--- config.mk ---
export PLATFORM = sky130hd
export DESIGN_NAME = td4_sequencer_flat
export DESIGN_NICKNAME = d
export VERILOG_FILES = /design/src/rtl/td4_pkg.sv /design/src/rtl/td4_sequencer_if.sv /design/src/rtl/td4_decode.sv /design/src/rtl/td4_sequencer.sv /design/src/flat_wrapper.sv
export SDC_FILE = /design/constraint.sdc
export NUM_CORES = 1
export LEC_CHECK = 0
export CORE_MARGIN = 4
export CORE_UTILIZATION = 30
export DETAILED_ROUTE_END_ITERATION = 10
export GPL_TIMING_DRIVEN = 0
export PLACE_DENSITY = 0.53
export RECOVER_POWER = 25
export REMOVE_ABC_BUFFERS = 1
export SYNTH_ARGS = -nofsm -noshare
export SYNTH_HDL_FRONTEND = slang
export SYNTH_SLANG_ARGS = --single-unit
--- constraint.sdc ---
create_clock -name clock -period 1.9 [get_ports clock]
set_clock_uncertainty 0.15 [all_clocks]
set_input_delay 0.38 -clock clock [delete_from_list [all_inputs] [get_ports clock]]
set_output_delay 0.38 -clock clock [all_outputs]
set_load 0.005 [all_outputs]
--- src/rtl/td4_pkg.sv ---
// Shared definitions for the TD4 sequencer: opcodes, adder operand select
// encodings, load strobe bit indices and the sequencer state encoding.
package td4_pkg;
  localparam logic [3:0] OP_ADD_A  = 4'h0;
  localparam logic [3:0] OP_MOV_AB = 4'h1;
  localparam logic [3:0] OP_IN_A   = 4'h2;
  localparam logic [3:0] OP_MOV_AI = 4'h3;
  localparam logic [3:0] OP_MOV_BA = 4'h4;
  localparam logic [3:0] OP_ADD_B  = 4'h5;
  localparam logic [3:0] OP_IN_B   = 4'h6;
  localparam logic [3:0] OP_MOV_BI = 4'h7;
  localparam logic [3:0] OP_OUT_B  = 4'h9;
  localparam logic [3:0] OP_OUT_I  = 4'hB;
  localparam logic [3:0] OP_JNC    = 4'hE;
  localparam logic [3:0] OP_JMP    = 4'hF;

  localparam logic [1:0] SEL_A    = 2'b00;
  localparam logic [1:0] SEL_B    = 2'b01;
  localparam logic [1:0] SEL_IN   = 2'b10;
  localparam logic [1:0] SEL_ZERO = 2'b11;

  localparam int LD_A   = 0;
  localparam int LD_B   = 1;
  localparam int LD_OUT = 2;
  localparam int LD_PC  = 3;

  typedef enum logic [1:0] {
    ST_IDLE  = 2'd0,
    ST_FETCH = 2'd1,
    ST_EXEC  = 2'd2,
    ST_HALT  = 2'd3
  } state_t;
endpackage

--- src/rtl/td4_sequencer_if.sv ---
// Bundle between the TD4 sequencer and its surroundings (control inputs,
// ROM byte, adder carry in; load strobes, operand select, immediate, PC
// increment, carry flag and status out).
//   master : the sequencer side
//   slave  : the ROM / datapath / control side
interface td4_sequencer_if;
  logic       run;
  logic       step;
  logic [7:0] rom_data;
  logic       alu_carry;
  logic [3:0] load;
  logic [1:0] sel;
  logic [3:0] imm;
  logic       pc_inc;
  logic       carry_flag;
  logic       busy;
  logic       illegal;

  modport master (
    input  run, step, rom_data, alu_carry,
    output load, sel, imm, pc_inc, carry_flag, busy, illegal
  );
  modport slave (
    output run, step, rom_data, alu_carry,
    input  load, sel, imm, pc_inc, carry_flag, busy, illegal
  );
endinterface

--- src/rtl/td4_decode.sv ---
// Combinational TD4 instruction decoder.
//   opcode     : IR[7:4]
//   carry_flag : registered carry, consulted by JNC
//   load       : one-hot strobes {PC, OUT, B, A}
//   sel        : adder operand source
//   pc_inc     : increment PC (never together with load[LD_PC])
//   is_add     : instruction updates carry from the adder
//   illegal    : opcode is undefined
// Outputs are raw; the sequencer qualifies them with its EXEC state.
module td4_decode
  import td4_pkg::*;
(
  input  logic [3:0] opcode,
  input  logic       carry_flag,
  output logic [3:0] load,
  output logic [1:0] sel,
  output logic       pc_inc,
  output logic       is_add,
  output logic       illegal
);
  always_comb begin
    load    = '0;
    sel     = SEL_A;
    pc_inc  = 1'b1;
    is_add  = 1'b0;
    illegal = 1'b0;
    case (opcode)
      OP_ADD_A:  begin sel = SEL_A;    load[LD_A]   = 1'b1; is_add = 1'b1; end
      OP_MOV_AB: begin sel = SEL_B;    load[LD_A]   = 1'b1; end
      OP_IN_A:   begin sel = SEL_IN;   load[LD_A]   = 1'b1; end
      OP_MOV_AI: begin sel = SEL_ZERO; load[LD_A]   = 1'b1; end
      OP_MOV_BA: begin sel = SEL_A;    load[LD_B]   = 1'b1; end
      OP_ADD_B:  begin sel = SEL_B;    load[LD_B]   = 1'b1; is_add = 1'b1; end
      OP_IN_B:   begin sel = SEL_IN;   load[LD_B]   = 1'b1; end
      OP_MOV_BI: begin sel = SEL_ZERO; load[LD_B]   = 1'b1; end
      OP_OUT_B:  begin sel = SEL_B;    load[LD_OUT] = 1'b1; end
      OP_OUT_I:  begin sel = SEL_ZERO; load[LD_OUT] = 1'b1; end
      // Jump target is the immediate routed through the adder with a zero operand.
      OP_JMP:    begin sel = SEL_ZERO; load[LD_PC]  = 1'b1; pc_inc = 1'b0; end
      OP_JNC: begin
        sel = SEL_ZERO;
        if (!carry_flag) begin
          load[LD_PC] = 1'b1;
          pc_inc      = 1'b0;
        end
      end
      default:   illegal = 1'b1;  // NOP, PC still advances
    endcase
  end
endmodule

--- src/rtl/td4_sequencer.sv ---
// TD4 fetch/execute sequencer. Fetches IR from ROM over ROM_LATENCY cycles,
// then spends one EXEC cycle driving the decoded strobes; carry flag is
// updated at the end of EXEC. Free-run (run=1) or single-step (step edge).
//   clock, reset : clock, async active-low reset
//   bus (master) : run/step/rom_data/alu_carry in;
//                  load/sel/imm/pc_inc/carry_flag/busy/illegal out
// Parameter ROM_LATENCY (1..7): FETCH length in cycles.
// Macro TD4_ILLEGAL_TRAP_EN: undefined opcodes halt the sequencer (no PC
// increment) until reset instead of executing as NOPs.
module td4_sequencer
  import td4_pkg::*;
#(
  parameter int ROM_LATENCY = 1
) (
  input  logic          clock,
  input  logic          reset,
  td4_sequencer_if.master bus
);
  localparam logic [2:0] LAT_LAST = 3'(ROM_LATENCY - 1);

  state_t     state, state_nx;
  logic [2:0] lat_cnt, lat_cnt_nx;
  logic [7:0] ir;
  logic       step_q;
  logic       carry_q;
  logic       step_rise;
  logic       fetch_done;
  logic       exec;

  logic [3:0] dec_load;
  logic [1:0] dec_sel;
  logic       dec_pc_inc;
  logic       dec_is_add;
  logic       dec_illegal;

  td4_decode u_dec (
    .opcode     (ir[7:4]),
    .carry_flag (carry_q),
    .load       (dec_load),
    .sel        (dec_sel),
    .pc_inc     (dec_pc_inc),
    .is_add     (dec_is_add),
    .illegal    (dec_illegal)
  );

  // step_q tracks step in every state, so an edge seen while busy is dropped.
  assign step_rise  = bus.step & ~step_q;
  assign fetch_done = (state == ST_FETCH) && (lat_cnt == LAT_LAST);
  assign exec       = (state == ST_EXEC);

  always_comb begin
    state_nx   = state;
    lat_cnt_nx = lat_cnt;
    case (state)
      ST_IDLE:  if (bus.run || step_rise) state_nx = ST_FETCH;
      ST_FETCH: begin
        if (fetch_done) begin
          lat_cnt_nx = '0;
          state_nx   = ST_EXEC;
        end else begin
          lat_cnt_nx = lat_cnt + 3'd1;
        end
      end
      ST_EXEC: begin
`ifdef TD4_ILLEGAL_TRAP_EN
        if (dec_illegal)  state_nx = ST_HALT;
        else if (bus.run) state_nx = ST_FETCH;
        else              state_nx = ST_IDLE;
`else
        state_nx = bus.run ? ST_FETCH : ST_IDLE;
`endif
      end
      ST_HALT:  state_nx = ST_HALT;
      default:  state_nx = ST_IDLE;
    endcase
  end

  always_ff @(posedge clock or negedge reset) begin
    if (!reset) begin
      state   <= ST_IDLE;
      lat_cnt <= '0;
      ir      <= '0;
      step_q  <= 1'b0;
      carry_q <= 1'b0;
    end else begin
      state   <= state_nx;
      lat_cnt <= lat_cnt_nx;
      step_q  <= bus.step;
      if (fetch_done) ir <= bus.rom_data;
      // Only ADDs produce a carry; everything else (JNC included) clears it.
      if (exec) carry_q <= dec_is_add & bus.alu_carry;
    end
  end

  assign bus.load       = exec ? dec_load : 4'b0000;
  assign bus.sel        = exec ? dec_sel  : SEL_A;
  assign bus.imm        = ir[3:0];
  assign bus.carry_flag = carry_q;
  assign bus.busy       = (state == ST_FETCH) || exec;
  assign bus.illegal    = exec & dec_illegal;
`ifdef TD4_ILLEGAL_TRAP_EN
  assign bus.pc_inc     = exec & dec_pc_inc & ~dec_illegal;
`else
  assign bus.pc_inc     = exec & dec_pc_inc;
`endif
endmodule

--- src/flat_wrapper.sv ---
// flat-port wrapper written by rule: the top's interface ports become plain ports
module td4_sequencer_flat import td4_pkg::*;
#(
  parameter int ROM_LATENCY = 1
)
  (clock, reset, bus_run, bus_step, bus_rom_data, bus_alu_carry, bus_load, bus_sel, bus_imm, bus_pc_inc, bus_carry_flag, bus_busy, bus_illegal);
  td4_sequencer_if bus_i ();
  input  logic clock;
  input  logic reset;
  input wire logic [$bits(bus_i.run)-1:0] bus_run;
  input wire logic [$bits(bus_i.step)-1:0] bus_step;
  input wire logic [$bits(bus_i.rom_data)-1:0] bus_rom_data;
  input wire logic [$bits(bus_i.alu_carry)-1:0] bus_alu_carry;
  output wire logic [$bits(bus_i.load)-1:0] bus_load;
  output wire logic [$bits(bus_i.sel)-1:0] bus_sel;
  output wire logic [$bits(bus_i.imm)-1:0] bus_imm;
  output wire logic [$bits(bus_i.pc_inc)-1:0] bus_pc_inc;
  output wire logic [$bits(bus_i.carry_flag)-1:0] bus_carry_flag;
  output wire logic [$bits(bus_i.busy)-1:0] bus_busy;
  output wire logic [$bits(bus_i.illegal)-1:0] bus_illegal;
  assign bus_i.run = bus_run;
  assign bus_i.step = bus_step;
  assign bus_i.rom_data = bus_rom_data;
  assign bus_i.alu_carry = bus_alu_carry;
  assign bus_load = bus_i.load;
  assign bus_sel = bus_i.sel;
  assign bus_imm = bus_i.imm;
  assign bus_pc_inc = bus_i.pc_inc;
  assign bus_carry_flag = bus_i.carry_flag;
  assign bus_busy = bus_i.busy;
  assign bus_illegal = bus_i.illegal;
  td4_sequencer #(.ROM_LATENCY(ROM_LATENCY)) u_core (.clock(clock), .reset(reset), .bus(bus_i));
endmodule
After elaboration in Yosys (flattened, before gate mapping)
Cells that the tools add are included.

Register bits after elaboration: 15. Output and inout bits: 14. Input port bits: 13. Logic and storage cells: 59.

Add/sub/neg operators: 1. Equal/unequal tests: 16. Muxes and demuxes: 17. Reduce and logical (&&, ||, !) cells: 15. Bitwise logic cells: 5.

Operator list (number): equality test 4 x 3 -> 1 bit, second input constant (4); equality test 4 bit, second input constant (4); OR reduction 12 bit (1); equality test 4 x 2 -> 1 bit, second input constant (2); 2-to-1 mux 1 bit (8); case mux 2 bit (4 select lines) (1); OR reduction 4 bit (2); 2-to-1 mux 2 bit (3); case mux 2 bit (3 select lines) (1); OR reduction 2 bit (3); OR reduction 5 bit (1); AND 1 bit (4); equality test 2 bit, second input constant (2); equality test 4 x 1 -> 1 bit, second input constant (1); logical NOT 4 bit (1); 2-to-1 mux 4 bit (1); inequality test 2 x 1 -> 1 bit, second input constant (2); case mux 1 bit (2 select lines) (2); adder 3 x 1 -> 3 bit, second input constant (1); logical NOT 3 bit (1); 2-to-1 mux 3 bit (1); OR reduction 3 bit (1); equality test 2 x 1 -> 1 bit, second input constant (1); logical NOT 2 bit (1); 4 further kinds (5).

Depth between registers and ports, before layout
Depth after elaboration: 5. Mapped depth: 6. Mapped depth without buffers: 5.

Cells and area by module
Synthesis repeated with hierarchy kept, for this count alone.

Cells, all modules: 84. Area total of the unflattened synthesis: 890.9 sq um.

By module, submodules not included: td4_sequencer (area each 780.7 sq um, sequential area each 375.4 sq um, instances 1, cells an instance 67); td4_decode (area each 110.1 sq um, sequential area each 0.0 sq um, instances 1, cells an instance 17).

Worst setup path after synthesis
OpenSTA, ideal clock, no wires.

Kind: register -> output. From: register u_core.state[0]. To: output bus_illegal. Arrival: 1.178 ns. Path buffers: 1. Path slack: 0.192 ns. Data required time: 1.370 ns. Stages on the path, launching flop included: 6. Path through: dfrtp_1 inv_1 ha_1 clkbuf_1 nand2_1 a211oi_1.

Word-level cells in the longest chain between the ends: 2.

Ends and longest elaborated chain: from (decl) (RTL line td4_sequencer.sv:21) `state_t state, state_nx;`; from (signal assigned) (RTL line td4_sequencer.sv:86) `state <= state_nx;`; equality test 2 bit (RTL line td4_sequencer.sv:49) `assign exec = (state == ST_EXEC);`; AND 1 bit (RTL line td4_sequencer.sv:100) `assign bus.illegal = exec & dec_illegal;`; to (decl) (RTL line flat_wrapper.sv:20) `output wire logic [$bits(bus_i.illegal)-1:0] bus_illegal;`.

No other way between the ends.

Final worst setup path
From: register u_core.state[1]. To: output bus_load[0].

Word-level cells in the longest chain between the ends: 2.

Ends and longest elaborated chain: equality test 2 bit (RTL line td4_sequencer.sv:49); 2-to-1 mux 4 bit (RTL line td4_sequencer.sv:95) `assign bus.load = exec ? dec_load : 4'b0000;`; to (decl) (RTL line flat_wrapper.sv:14) `output wire logic [$bits(bus_i.load)-1:0] bus_load;`.

No other way between the ends.

==> run summary <==
Power density cells -> 1360 nW/um^2
Clock Latency Late Sink -> 280 ps
Status -> complete, but fails checks
Row count -> 19
Setup CP Type -> flop to output port
Register bit total from synthesis -> 15
Vias -> 683
HPWL after DPL -> 1310 um
Worst vdd ir -> 0.000762 V
Drt drc -> 0
Setup_tns -> -36.9 ps
Num CTS Buffers -> 3
Iteration-0 DRC Markers -> 33
Fmax -> 517 MHz
Final hold viol count -> 0
Worst hold path type -> flop to flop
Worst slew pin tran -> 689 ps
Register area share after synthesis -> 0.435
Slew HR -> 0.539
Finished Layout Cells -> 146
DIE WIDTH -> 61.6 um
GR peak layer -> met2
Placed Cells -> 128
Synth warn -> 0
Met1 Usage GRT -> 0.124
Final Setup Violations -> 2
Met2 Use GR -> 0.200
All-Layer GR Usage -> 0.112
RD Place Congestion -> 0.731
Grt total ovfl -> 0
Final critical-path share of the clock period -> 1.02
Post-Place Worst Slack -> -318 ps
Met3 Use GR -> 0.0377
Post-DR wirelength/cell -> 13.2 um
Final nets -> 136
Area of the core -> 2760 um^2
CP Capture Type -> output port
DR vias/cell -> 4.68
Failing checks -> setup timing
Clk slew on worst S/H paths -> 90 ps
CTS Root Cell -> clkbuf_4
Max Slew Vio Count -> 0
Syn Area/Cell -> 11.1 um^2
Initial Utilization -> 0.313
Vias in the first global route -> 712
Die ar. -> 3800 um^2
Yosys top cell by area -> dfrtp_1
Ports -> 27
Crit Path Max Fanout -> 6
Fin crit period -> 1930 ps
Largest net degree at the start of global routing -> 16
Post-route ant nets -> 0
Clock H-tree levels -> 1
Cell count after synthesis -> 78
Hold slack -> 370 ps
I/O Buffers -> 26
Leak -> 0.590 nW
# hold bufs at CTS -> 0
Synth Cell Area -> 863 um^2
DR pass1 iterations -> 4
Type of element launching the critical path -> flop
Utilization after layout -> 0.456
RSZ-0062 raised after global routing -> true
Initial antenna violation count -> 0
Synth area leaders -> dfrtp_1, mux2_2, ha_1
CTS Buffer Depth -> 2
Final worst slack -> -34.2 ps
Routed WL -> 1920 um
Max_cap viols -> 0
Global-route wire length before repair -> 3090 um
CTS tree -> built
Top-area cell type share of the netlist area -> 0.435
Clk sinks -> 15
Area Overhead vs Synth -> 45.8%
Die Y -> 61.6 um
Crit path DAT -> 1400 ps
Worst path required time -> 1370 ps
Yosys cell types -> 32
Diodes inserted -> 0
Share of cells above drive strength 1 -> 0.409
[cell usage after synthesis]
master and n:
o21ai_2 1, nor2_1 1, nor2b_1 1, buf_2 1, a21oi_1 1, or3b_1 1
nand2_1 5, clkbuf_1 1, a32oi_1 1, dfrtp_1 15, a21o_1 1, and2_1 1
o311a_1 1, nor3b_1 1, a21boi_0 1, nand3b_2 1, nand3_1 2, xor2_1 1
and3_1 1, nor3_1 2, o21ai_0 2, ha_1 7, a211oi_1 2, buf_6 1
nand4bb_1 1, buf_4 4, nand2b_1 2, mux2_2 9, nor4b_1 1, a32o_1 1
mux2i_1 1, inv_1 7
[final cells by class]
| class | instances | area, um^2 |
|---|---|---|
| Fill cell | 280 | 1500 |
| Multi-Input combinational cell | 49 | 447 |
| Sequential cell | 15 | 379 |
| Timing Repair Buffer | 40 | 340 |
| Tap cell | 31 | 38.8 |
| Inverter | 7 | 26.3 |
| Clock buffer | 3 | 22.5 |
| Clock inverter | 1 | 5.00 |
[sequential cells by signal, indices dropped and copies added, names as in the netlist]
| signal | cells |
|---|---|
| u_core.state | 2 |
| u_core.step_q | 1 |
| u_core.lat_cnt | 3 |
| u_core.ir | 8 |
| u_core.bus.carry_flag | 1 |
[placed cells by master, fill, tap and decap left out, types with 2 or more instances in the layout]
cell type and n:
nand3_1 2, dfrtp_2 3, nand2_1 5, mux2_2 9
dfrtp_1 12, buf_4 10, inv_2 3, clkbuf_2 3
o21ai_0 2, buf_6 4, nand2b_1 2, clkdlybuf4s50_1 15
dlygate4sd3_1 2, inv_1 4, buf_2 5, a211oi_1 2
clkbuf_4 3, ha_1 6
[worst max-delay path, stage by stage (launching register included)]
cell and delay [ps]:
dfrtp_2 450, ha_4 190, buf_6 120, buf_6 100, nor3b_2 130, buf_2 120
[cells by family (layout without fill, tap and decap cells)]
logic type,count (synthesis),count (layout),share of synthesized area
multiplexers,10,10,0.129
adder cells (fa/ha/maj),7,7,0.101
AND/OR/NAND/NOR,20,20,0.141
flip-flops,15,15,0.435
AO/OA/AOI/OAI,11,11,0.0957
XOR/XNOR,1,1,0.0101
buffers and inverters,14,51,0.0884
[what timing repair did]
| item | in CTS | in global routing |
|---|---|---|
| setup endpoints to repair | 9 | 18 |
| buffers inserted | 13 | 1 |
| pin swaps | 0 | 2 |
| resized for setup | 36 | 12 |
[metrics by stage]
step	total power, mW	instance area, um^2
global placement	1.29	1110
floorplan	0.967	813
global route	1.87	1260
CTS	1.70	1240
detailed placement	1.31	1110
finish	1.72	1260
[metal layers]
layer | share of wire | vias to the layer above
met1 | 0.39 | 320
li1 | - | 342
met4 | 0.0088 | 0
met3 | 0.076 | 2
met2 | 0.53 | 19
met5 | 0 | -
[worst paths after layout]
check	from	to	slack (ps)	cells past startpoint
worst min-delay path	u_core.ir[2]	u_core.ir[2]	370	1
worst max-delay path	u_core.state[1]	bus_load[0]	-30	5
worst min register to register	u_core.ir[2]	u_core.ir[2]	370	1
worst max register to register	u_core.state[1]	u_core.state[1]	110	6
min in group asynchronous	reset	u_core.ir[0]	420	1
max in group asynchronous	reset	u_core.state[1]	700	1
[power by group]
group	total [mW]	internal (mW)	switching (mW)
logic	1.01	0.592	0.415
clock network	0.178	0.0781	0.100
registers	0.531	0.445	0.0863
(Power assumes the default switching activity.)
